## config.mk

```make
export PLATFORM = sky130hd
export DESIGN_NAME = branch_target
export DESIGN_NICKNAME = d
export VERILOG_FILES = /design/src/rtl/branch_pkg.sv /design/src/rtl/branch_target_page_adder.sv /design/src/rtl/branch_target.sv
export SDC_FILE = /design/constraint.sdc
export NUM_CORES = 1
export LEC_CHECK = 0
export CAP_MARGIN = 5
export CORE_MARGIN = 2
export CORE_UTILIZATION = 35
export CTS_CLUSTER_SIZE = 10
export DETAILED_ROUTE_END_ITERATION = 16
export HOLD_SLACK_MARGIN = 0.03
export SLEW_MARGIN = 25
export SYNTH_ARGS = -nofsm -noshare
export SYNTH_HDL_FRONTEND = slang
export SYNTH_SLANG_ARGS = --single-unit
```

## constraint.sdc

```tcl
create_clock -name clk -period 8.2 [get_ports clk]
set_clock_uncertainty 0.15 [all_clocks]
set_input_delay 1.64 -clock clk [delete_from_list [all_inputs] [get_ports clk]]
set_output_delay 1.64 -clock clk [all_outputs]
set_load 0.05 [all_outputs]
```

## src/rtl/branch_pkg.sv

```systemverilog
// Shared constants for the relative-branch path: FSM encoding,
// page geometry, target reset value and branch_op codes.
package branch_pkg;

  localparam logic [1:0] ST_IDLE   = 2'd0;
  localparam logic [1:0] ST_ADD_LO = 2'd1;
  localparam logic [1:0] ST_FIX_HI = 2'd2;

  localparam int PAGE_BITS = 8;

  localparam logic [15:0] TARGET_RST = 16'h0000;

  typedef enum logic [2:0] {
    BOP_BPL = 3'd0,
    BOP_BMI = 3'd1,
    BOP_BVC = 3'd2,
    BOP_BVS = 3'd3,
    BOP_BCC = 3'd4,
    BOP_BCS = 3'd5,
    BOP_BNE = 3'd6,
    BOP_BEQ = 3'd7
  } branch_op_e;

endpackage

```

## src/rtl/branch_target_page_adder.sv

```systemverilog
// Low-byte add of PC and signed displacement, flagging when the
// result leaves the current page.
module page_adder
  import branch_pkg::*;
(
  input  logic [PAGE_BITS-1:0] i_pc_lo,
  input  logic [PAGE_BITS-1:0] i_off,
  output logic [PAGE_BITS-1:0] o_lo,
  output logic                 o_cross
);

  logic [PAGE_BITS:0] w_sum9;

  assign w_sum9  = {1'b0, i_pc_lo} + {1'b0, i_off};
  assign o_lo    = w_sum9[PAGE_BITS-1:0];
  // carry out means crossing only for positive offsets; the
  // opposite holds for negative ones
  assign o_cross = i_off[PAGE_BITS-1] ^ w_sum9[PAGE_BITS];

endmodule

```

## src/rtl/branch_target.sv

```systemverilog
// 6502-style relative-branch target generator with page-cross fixup.
// Optional taken/cross counters under BRANCH_STATS_EN.
module branch_target
  import branch_pkg::*;
#(
  parameter int ADDR_W = 16,
  parameter int OFF_W  = 8
) (
  input  logic              clk,
  input  logic              rst,
  input  logic              branch_taken,
  input  logic              offset_valid,
  input  logic [OFF_W-1:0]  offset,
  input  logic [ADDR_W-1:0] pc_in,
  input  logic              flush,
  output logic              busy,
  output logic              target_valid,
  output logic [ADDR_W-1:0] target,
  output logic              page_cross
`ifdef BRANCH_STATS_EN
  ,
  output logic [15:0]       taken_cnt,
  output logic [15:0]       cross_cnt
`endif
);

  localparam int HI_W = ADDR_W - PAGE_BITS;

  logic [1:0]           r_state;
  logic [ADDR_W-1:0]    r_pc;
  logic [OFF_W-1:0]     r_off;
  logic [PAGE_BITS-1:0] r_lo;
  logic                 r_dir;
  logic                 r_valid;
  logic                 r_pcross;
  logic [ADDR_W-1:0]    r_target;

  logic [PAGE_BITS-1:0] w_lo;
  logic                 w_cross;
  logic [HI_W-1:0]      w_pc_hi;
  logic [HI_W-1:0]      w_hi;
  logic                 w_start;

  page_adder u_add (
    .i_pc_lo (r_pc[PAGE_BITS-1:0]),
    .i_off   (r_off),
    .o_lo    (w_lo),
    .o_cross (w_cross)
  );

  assign w_start = branch_taken & offset_valid;
  assign w_pc_hi = r_pc[ADDR_W-1:PAGE_BITS];
  assign w_hi    = r_dir ? (w_pc_hi - HI_W'(1))
                         : (w_pc_hi + HI_W'(1));

  always_ff @(posedge clk or negedge rst) begin
    if (!rst) begin
      r_state  <= ST_IDLE;
      r_pc     <= '0;
      r_off    <= '0;
      r_lo     <= '0;
      r_dir    <= 1'b0;
      r_valid  <= 1'b0;
      r_pcross <= 1'b0;
      r_target <= ADDR_W'(TARGET_RST);
    end else begin
      r_valid  <= 1'b0;
      r_pcross <= 1'b0;
      if (flush) begin
        r_state <= ST_IDLE;
      end else begin
        case (r_state)
          ST_IDLE: begin
            if (w_start) begin
              r_pc    <= pc_in;
              r_off   <= offset;
              r_state <= ST_ADD_LO;
            end
          end
          ST_ADD_LO: begin
            if (w_cross) begin
              r_lo    <= w_lo;
              r_dir   <= r_off[OFF_W-1];
              r_state <= ST_FIX_HI;
            end else begin
              r_target <= {w_pc_hi, w_lo};
              r_valid  <= 1'b1;
              r_state  <= ST_IDLE;
            end
          end
          ST_FIX_HI: begin
            r_target <= {w_hi, r_lo};
            r_valid  <= 1'b1;
            r_pcross <= 1'b1;
            r_state  <= ST_IDLE;
          end
          default: r_state <= ST_IDLE;
        endcase
      end
    end
  end

  assign busy         = (r_state != ST_IDLE);
  assign target_valid = r_valid;
  assign target       = r_target;
  assign page_cross   = r_pcross;

`ifdef BRANCH_STATS_EN
  logic [15:0] r_taken;
  logic [15:0] r_xcnt;

  always_ff @(posedge clk or negedge rst) begin
    if (!rst) begin
      r_taken <= '0;
      r_xcnt  <= '0;
    end else if (r_valid) begin
      if (r_taken != 16'hFFFF)
        r_taken <= r_taken + 16'd1;
      if (r_pcross && r_xcnt != 16'hFFFF)
        r_xcnt <= r_xcnt + 16'd1;
    end
  end

  assign taken_cnt = r_taken;
  assign cross_cnt = r_xcnt;
`endif

endmodule
```

### Yosys cells after proc, flatten, opt, wreduce, memory -nomap -nowiden

Index checks and enable logic that the tools add are counted.

| operators by class | value |
|---|---|
| reductions and logical operators | 6 |
| equal/unequal tests | 4 |
| add/subtract/negate cells | 3 |
| multiplexer cells | 12 |
| bitwise logic cells | 3 |

Operators with widths:

| cell | count |
|---|---|
| $pmux W16 S2 | 1 |
| $mux W16 | 1 |
| $add A8 B8 Y9 | 1 |
| $reduce_and A3 Y1 | 3 |
| $add A8 B1 Y8 const B | 1 |
| $mux W8 | 1 |
| $sub A8 B1 Y8 const B | 1 |
| $mux W2 | 3 |
| $mux W1 | 4 |
| $pmux W2 S2 | 1 |
| $reduce_bool A2 Y1 | 2 |
| $ne A3 B3 Y1 const B | 1 |
| $eq A2 B1 Y1 const B | 1 |
| $eq A2 B2 Y1 const B | 1 |
| $logic_not A2 Y1 | 1 |
| $ne A2 B2 Y1 const B | 1 |
| $pmux W1 S2 | 1 |
| $and A1 B1 Y1 | 1 |
| $not A1 Y1 | 1 |
| $xor A1 B1 Y1 | 1 |

| word-level totals | value |
|---|---|
| word-level logic and storage cells | 36 |
| output and inout bits | 19 |
| input port bits | 29 |
| flip-flop bits (word level) | 53 |

### Longest topological paths before layout

| depth | value |
|---|---|
| depth after elaboration | 5 |
| mapped depth | 9 |
| depth with buffers taken out | 8 |

### Modules after synthesis

A second synthesis with hierarchy kept.

| second synthesis, totals | value |
|---|---|
| cell total of the unflattened synthesis | 252 |
| area total of the unflattened synthesis | 2,861.5 um^2 |

By module, submodules not included:

| module | area an instance (um^2) | cells an instance | times used |
|---|---|---|---|
| branch_target | 2,513.7 | 208 | 1 |
| page_adder | 347.8 | 44 | 1 |

### Worst setup path after synthesis

OpenSTA, ideal clock, no wires.

| timing path | value |
|---|---|
| kind | in2reg |
| start point | in flush |
| end point | reg r_off[3] |
| stages | 4 |
| setup time | 125 ps |
| slack | 5,331 ps |
| data required time | 7,925 ps |
| arrival time | 2,594 ps |
| cell sequence | nor2_1 -> nand3_1 -> clkbuf_1 -> mux2_2 |

| between the ends | value |
|---|---|
| word-level cells in the longest chain between the ends | 2 |

Ends and longest elaborated chain:

| what | RTL line | text |
|---|---|---|
| from (decl) | branch_target.sv:15 | `input logic flush,` |
| $not A1 Y1 (no line) | - |  |
| $reduce_and A3 Y1 (no line) | - |  |
| to (signal assigned) | branch_target.sv:76 | `r_off <= offset;` |
| to (decl) | branch_target.sv:31 | `logic [OFF_W-1:0] r_off;` |

No other way between the ends.
A chain may end at the register's enable or synchronous reset.

### Worst setup path after layout

| timing path | value |
|---|---|
| start point | reg r_state[0] |
| end point | out busy |

| between the ends | value |
|---|---|
| word-level cells in the longest chain between the ends | 1 |

Ends and longest elaborated chain:

| what | RTL line | text |
|---|---|---|
| from (decl) | branch_target.sv:29 | `logic [1:0] r_state;` |
| from (signal assigned) | branch_target.sv:58 | `r_state <= ST_IDLE;` |
| from (signal assigned) | branch_target.sv:70 | `r_state <= ST_IDLE;` |
| from (signal assigned) | branch_target.sv:77 | `r_state <= ST_ADD_LO;` |
| $reduce_bool A2 Y1 | branch_target.sv:103 | `assign busy = (r_state != ST_IDLE);` |
| to (decl) | branch_target.sv:16 | `output logic busy,` |

No other way between the ends.

==> metrics list <==
- Number of levels the H-tree was split into: 2
- Highest-utilization routing layer at the global route stage: met2
* Cell family with the largest share of critical-path delay: buffers and inverters
- Shortest period the worst path allows: roughly 3.6 ns
* Wire length of the first global-routing pass: roughly 9100 um
* Proportion of netlist area held by the largest area contributor: a little under half
- Top-level I/O count: 48
- Internal power: about 710 uW
- Die area: 8790 um^2
- Cell count after synthesis: 245
* Vias per cell: a little under 5
- Horizontal die dimension: 93.7 um
- Sequential cells were found to cover between 40% and 50% of the synthesized design area.
* Post-route ant nets: 0
- For the worst setup path, the data arrival time is between 1.5 and 2 ns.
- Routed wire length: about 5300 um
- Clock tree from TritonCTS: built
- Final antenna diode count: 0
- Dominant cells by area after synthesis: sky130_fd_sc_hd__dfrtp_1 (47%), sky130_fd_sc_hd__mux2_2 (14%), sky130_fd_sc_hd__ha_1 (7.5%)
- Count of maximum capacitance violations: 0
- Summing all non-filler instances in the final layout gives an area of roughly 3500 um^2.
* Net total in the final layout: 343
* Net Count, Synth: just under 300
* Type of destination of the critical path: output pin
- Along the worst path, the maximum fanout reaches 3.
* Leakage: approximately 1.5 nW
- Met1 Usage GRT: roughly 17%
* Die height: 93.7 um
- Remaining DRCs: 0
- The core region is between 7000 and 8000 um^2.
- Synthesis-stage register bit count: 53
- Vias in the first global route: approximately 2000
- Relative area change from synthesis to final layout: 24.9%
* Global-route track usage on met2: a little under a quarter
* RePlAce Congestion: slightly below 0.8
* Total clock buffers created by CTS: 5
- The clock reaches the later pin of the worst-skew pair after around 0.31 ns.
- Final Setup Violations: 0
* Type of the worst setup path: reg -> out
- Clock tree root driver cell: sky130_fd_sc_hd__clkbuf_8
- In this run, the clock network consumes ~15% of the power.
* Startpoint types: flip-flop
* Fraction of layout instances using a drive strength above 1: 17.6%
* Part of the total power dissipated in combinational logic: 51.5%
- Proportion of power drawn by flip-flops and latches: around 34%
- During synthesis, Yosys emitted a total of 0 warnings.
- The cell area that synthesis handed to floorplanning was about 2800 um^2.
- Slowest cell delay on critical path: around 0.81 ns
- The max-slew violation total from the final report came to 0.
* Crit path cell chain: inv_1 -> ha_1 -> inv_1 -> clkdlybuf4s50_1
* Library cells used by synthesis: 38
* Area after detailed placement: roughly 3400 um^2
* Number of hold-repair buffers added at the cts stage: 0
- Cell with the biggest individual delay on the critical path: sky130_fd_sc_hd__clkdlybuf4s50_1
* Average footprint of a synthesized cell: between 10 and 15 um^2
- The design draws between 1 and 1.5 mW.
- For this configuration, the core starts out at a cell density of 36.3%.
- Entering global routing, the biggest net connects 54 pins.
* Sink count of the clock tree: 53
- Pwr per Cell Area: around 350 nW/um^2
- Summed over all nets, the switching power comes to 505 uW.
* Vias: 1920
- Max-slew headroom at the worst pin: approximately 50%
- The number of buffers and inverters on the critical path is 3.
- The initial antenna violation count was 0.
* Max Root-Sink Buffers: 2
* Number of optimization iterations in the first detailed-route pass: 4
- IR analysis of the VDD net gives a maximum drop of 0.000130 V.
- Average wire per cell in the routed design: 13.3 um
- Final Hold Viols: 0
- The floorplan has 32 rows.
- Status: complete, no violations
- Layout fillers: roughly 750
* RSZ-0062 raised after global routing: no
- Max frequency: 276 MHz
* Worst min-delay path class: reg -> reg
* Cell type contributing the most total cell area after synthesis: sky130_fd_sc_hd__dfrtp_1
- In the global route stage, overall resource usage came out at roughly an eighth.
- Data on the critical path is required at its endpoint by between 6 and 7 ns.
- After clock tree synthesis, the setup repair step added 0 buffers.
- The total overflow left after global routing is 0.
* HPWL Detailed: 3920 um
- Post-cts resize count: 0
- Sw Share: around two fifths
- Global routing consumed, on the met3 layer, 2.81% of the routing resources.
- After layout, the worst path uses 44.2% of the clock period.
- For the pin with the worst max-slew slack, the measured transition is 0.750 ns.
- Aggregate negative setup slack: 0 ns
- Clock-pin slew was measured on the worst setup and hold paths at approximately 0.1 ns.
- Buffers on Ports: 47
- The most numerous cell type found on the critical path is sky130_fd_sc_hd__inv_1.
- Count of routing violations after the opening detailed-route iteration: 65
==> metal layers <==
metal	share of wire [%]	up-vias
met5	0	-
met4	0.96	0
met3	3.6	4
met2	49	32
met1	46	914
li1	-	970
==> sequential cells by signal, indices dropped and copies added, names as in the netlist <==
| register | flops |
|---|---|
| page_cross | 1 |
| r_dir | 1 |
| r_lo | 8 |
| r_off | 8 |
| r_pc | 16 |
| r_state | 2 |
| target | 16 |
| target_valid | 1 |
==> synth_stat cells, drive strengths merged <==
library cell  count
a211oi            3
and2              1
nor2b             3
a2111oi           2
and3b             1
a21oi            23
nand2b            2
and3              1
nor3b             1
mux2             35
o21ai             6
a21o              3
o21a              1
fa                2
xnor2             9
ha               17
o2111ai           2
a211o             1
buf               3
mux2i            12
dfrtp            53
o211ai            3
nor2             20
nand3             5
o21bai            2
nand3b            1
o31ai             2
xor2              3
nor3              2
clkbuf            4
inv              12
a31oi             2
nand2             7
or2               1
==> per-stage QoR <==
stage | util, % | hold slack [ns] | cells | setup WS [ns]
5_1_grt | 45.3 | 0.387 | 398 | 4.45
3_3_place_gp | 43.8 | 0.340 | 390 | 4.12
2_1_floorplan | - | 0.330 | 245 | 5.33
3_5_place_dp | 43.8 | 0.346 | 390 | 4.35
4_1_cts | 45.3 | 0.371 | 398 | 4.55
6_report | 45.3 | 0.364 | 398 | 4.57
==> cell families after synthesis <==
group | count (synthesis) | share of synthesized area [%]
multiplexers | 47 | 18.2
buffers and inverters | 19 | 2.84
adder cells (fa/ha/maj) | 19 | 8.97
flip-flops | 53 | 47.0
AO/OA/AOI/OAI | 50 | 11.5
XOR/XNOR | 12 | 3.73
AND/OR/NAND/NOR | 45 | 7.64
==> worst paths after layout <==
path / start / endpoint / slack [ns] / cells past startpoint
min: r_lo[4] / r_lo[4] / 0.36 / 1
max reg2reg: r_pc[0] / target[9] / 4.73 / 8
min reg2reg: r_lo[4] / r_lo[4] / 0.36 / 1
min in group asynchronous: rst / r_off[2] / 1.29 / 2
max in group asynchronous: rst / target[9] / 6.16 / 2
max: r_state[0] / busy / 4.57 / 4
==> power groups by stage <==
stage | Combinational [mW] | Sequential [mW] | Clock (mW)
2_1_floorplan | 0.327 | 0.545 | 0
3_3_place_gp | 0.620 | 0.415 | 0
3_5_place_dp | 0.631 | 0.418 | 0
4_1_cts | 0.634 | 0.412 | 0.188
5_1_grt | 0.689 | 0.424 | 0.198
6_report | 0.628 | 0.410 | 0.181
==> placed cells by master (no fill, tap or decap), types with 2 or more instances in the layout <==
cell,instances
sky130_fd_sc_hd__mux2i_1,12
sky130_fd_sc_hd__dfrtp_1,53
sky130_fd_sc_hd__clkbuf_8,5
sky130_fd_sc_hd__xor2_1,3
sky130_fd_sc_hd__nor3_1,2
sky130_fd_sc_hd__o211ai_1,3
sky130_fd_sc_hd__o21ai_0,6
sky130_fd_sc_hd__o2111ai_1,2
sky130_fd_sc_hd__nor2_1,19
sky130_fd_sc_hd__clkdlybuf4s50_1,46
sky130_fd_sc_hd__o21bai_1,2
sky130_fd_sc_hd__a211oi_1,3
sky130_fd_sc_hd__a21oi_1,23
sky130_fd_sc_hd__nand2b_1,2
sky130_fd_sc_hd__mux2_2,35
sky130_fd_sc_hd__nand2_1,7
sky130_fd_sc_hd__a21o_1,3
sky130_fd_sc_hd__fa_1,2
sky130_fd_sc_hd__o31ai_1,2
sky130_fd_sc_hd__nor2b_1,3
sky130_fd_sc_hd__nand3_1,4
sky130_fd_sc_hd__xnor2_1,9
sky130_fd_sc_hd__buf_4,3
sky130_fd_sc_hd__inv_1,12
sky130_fd_sc_hd__ha_1,17
sky130_fd_sc_hd__a31oi_1,2
==> area by class of cell <==
type / count / area (um^2) / area share [%]
clock buffers: 5 / 68.8 / 1.96
clock inverters: 3 / 46.3 / 1.32
inverters: 12 / 45.0 / 1.28
multi-input cells: 173 / 1420 / 40.3
flip-flops and latches: 53 / 1330 / 37.7
well taps: 102 / 128 / 3.63
repair buffers: 50 / 488 / 13.9
Power figures use the tool's default switching activity.
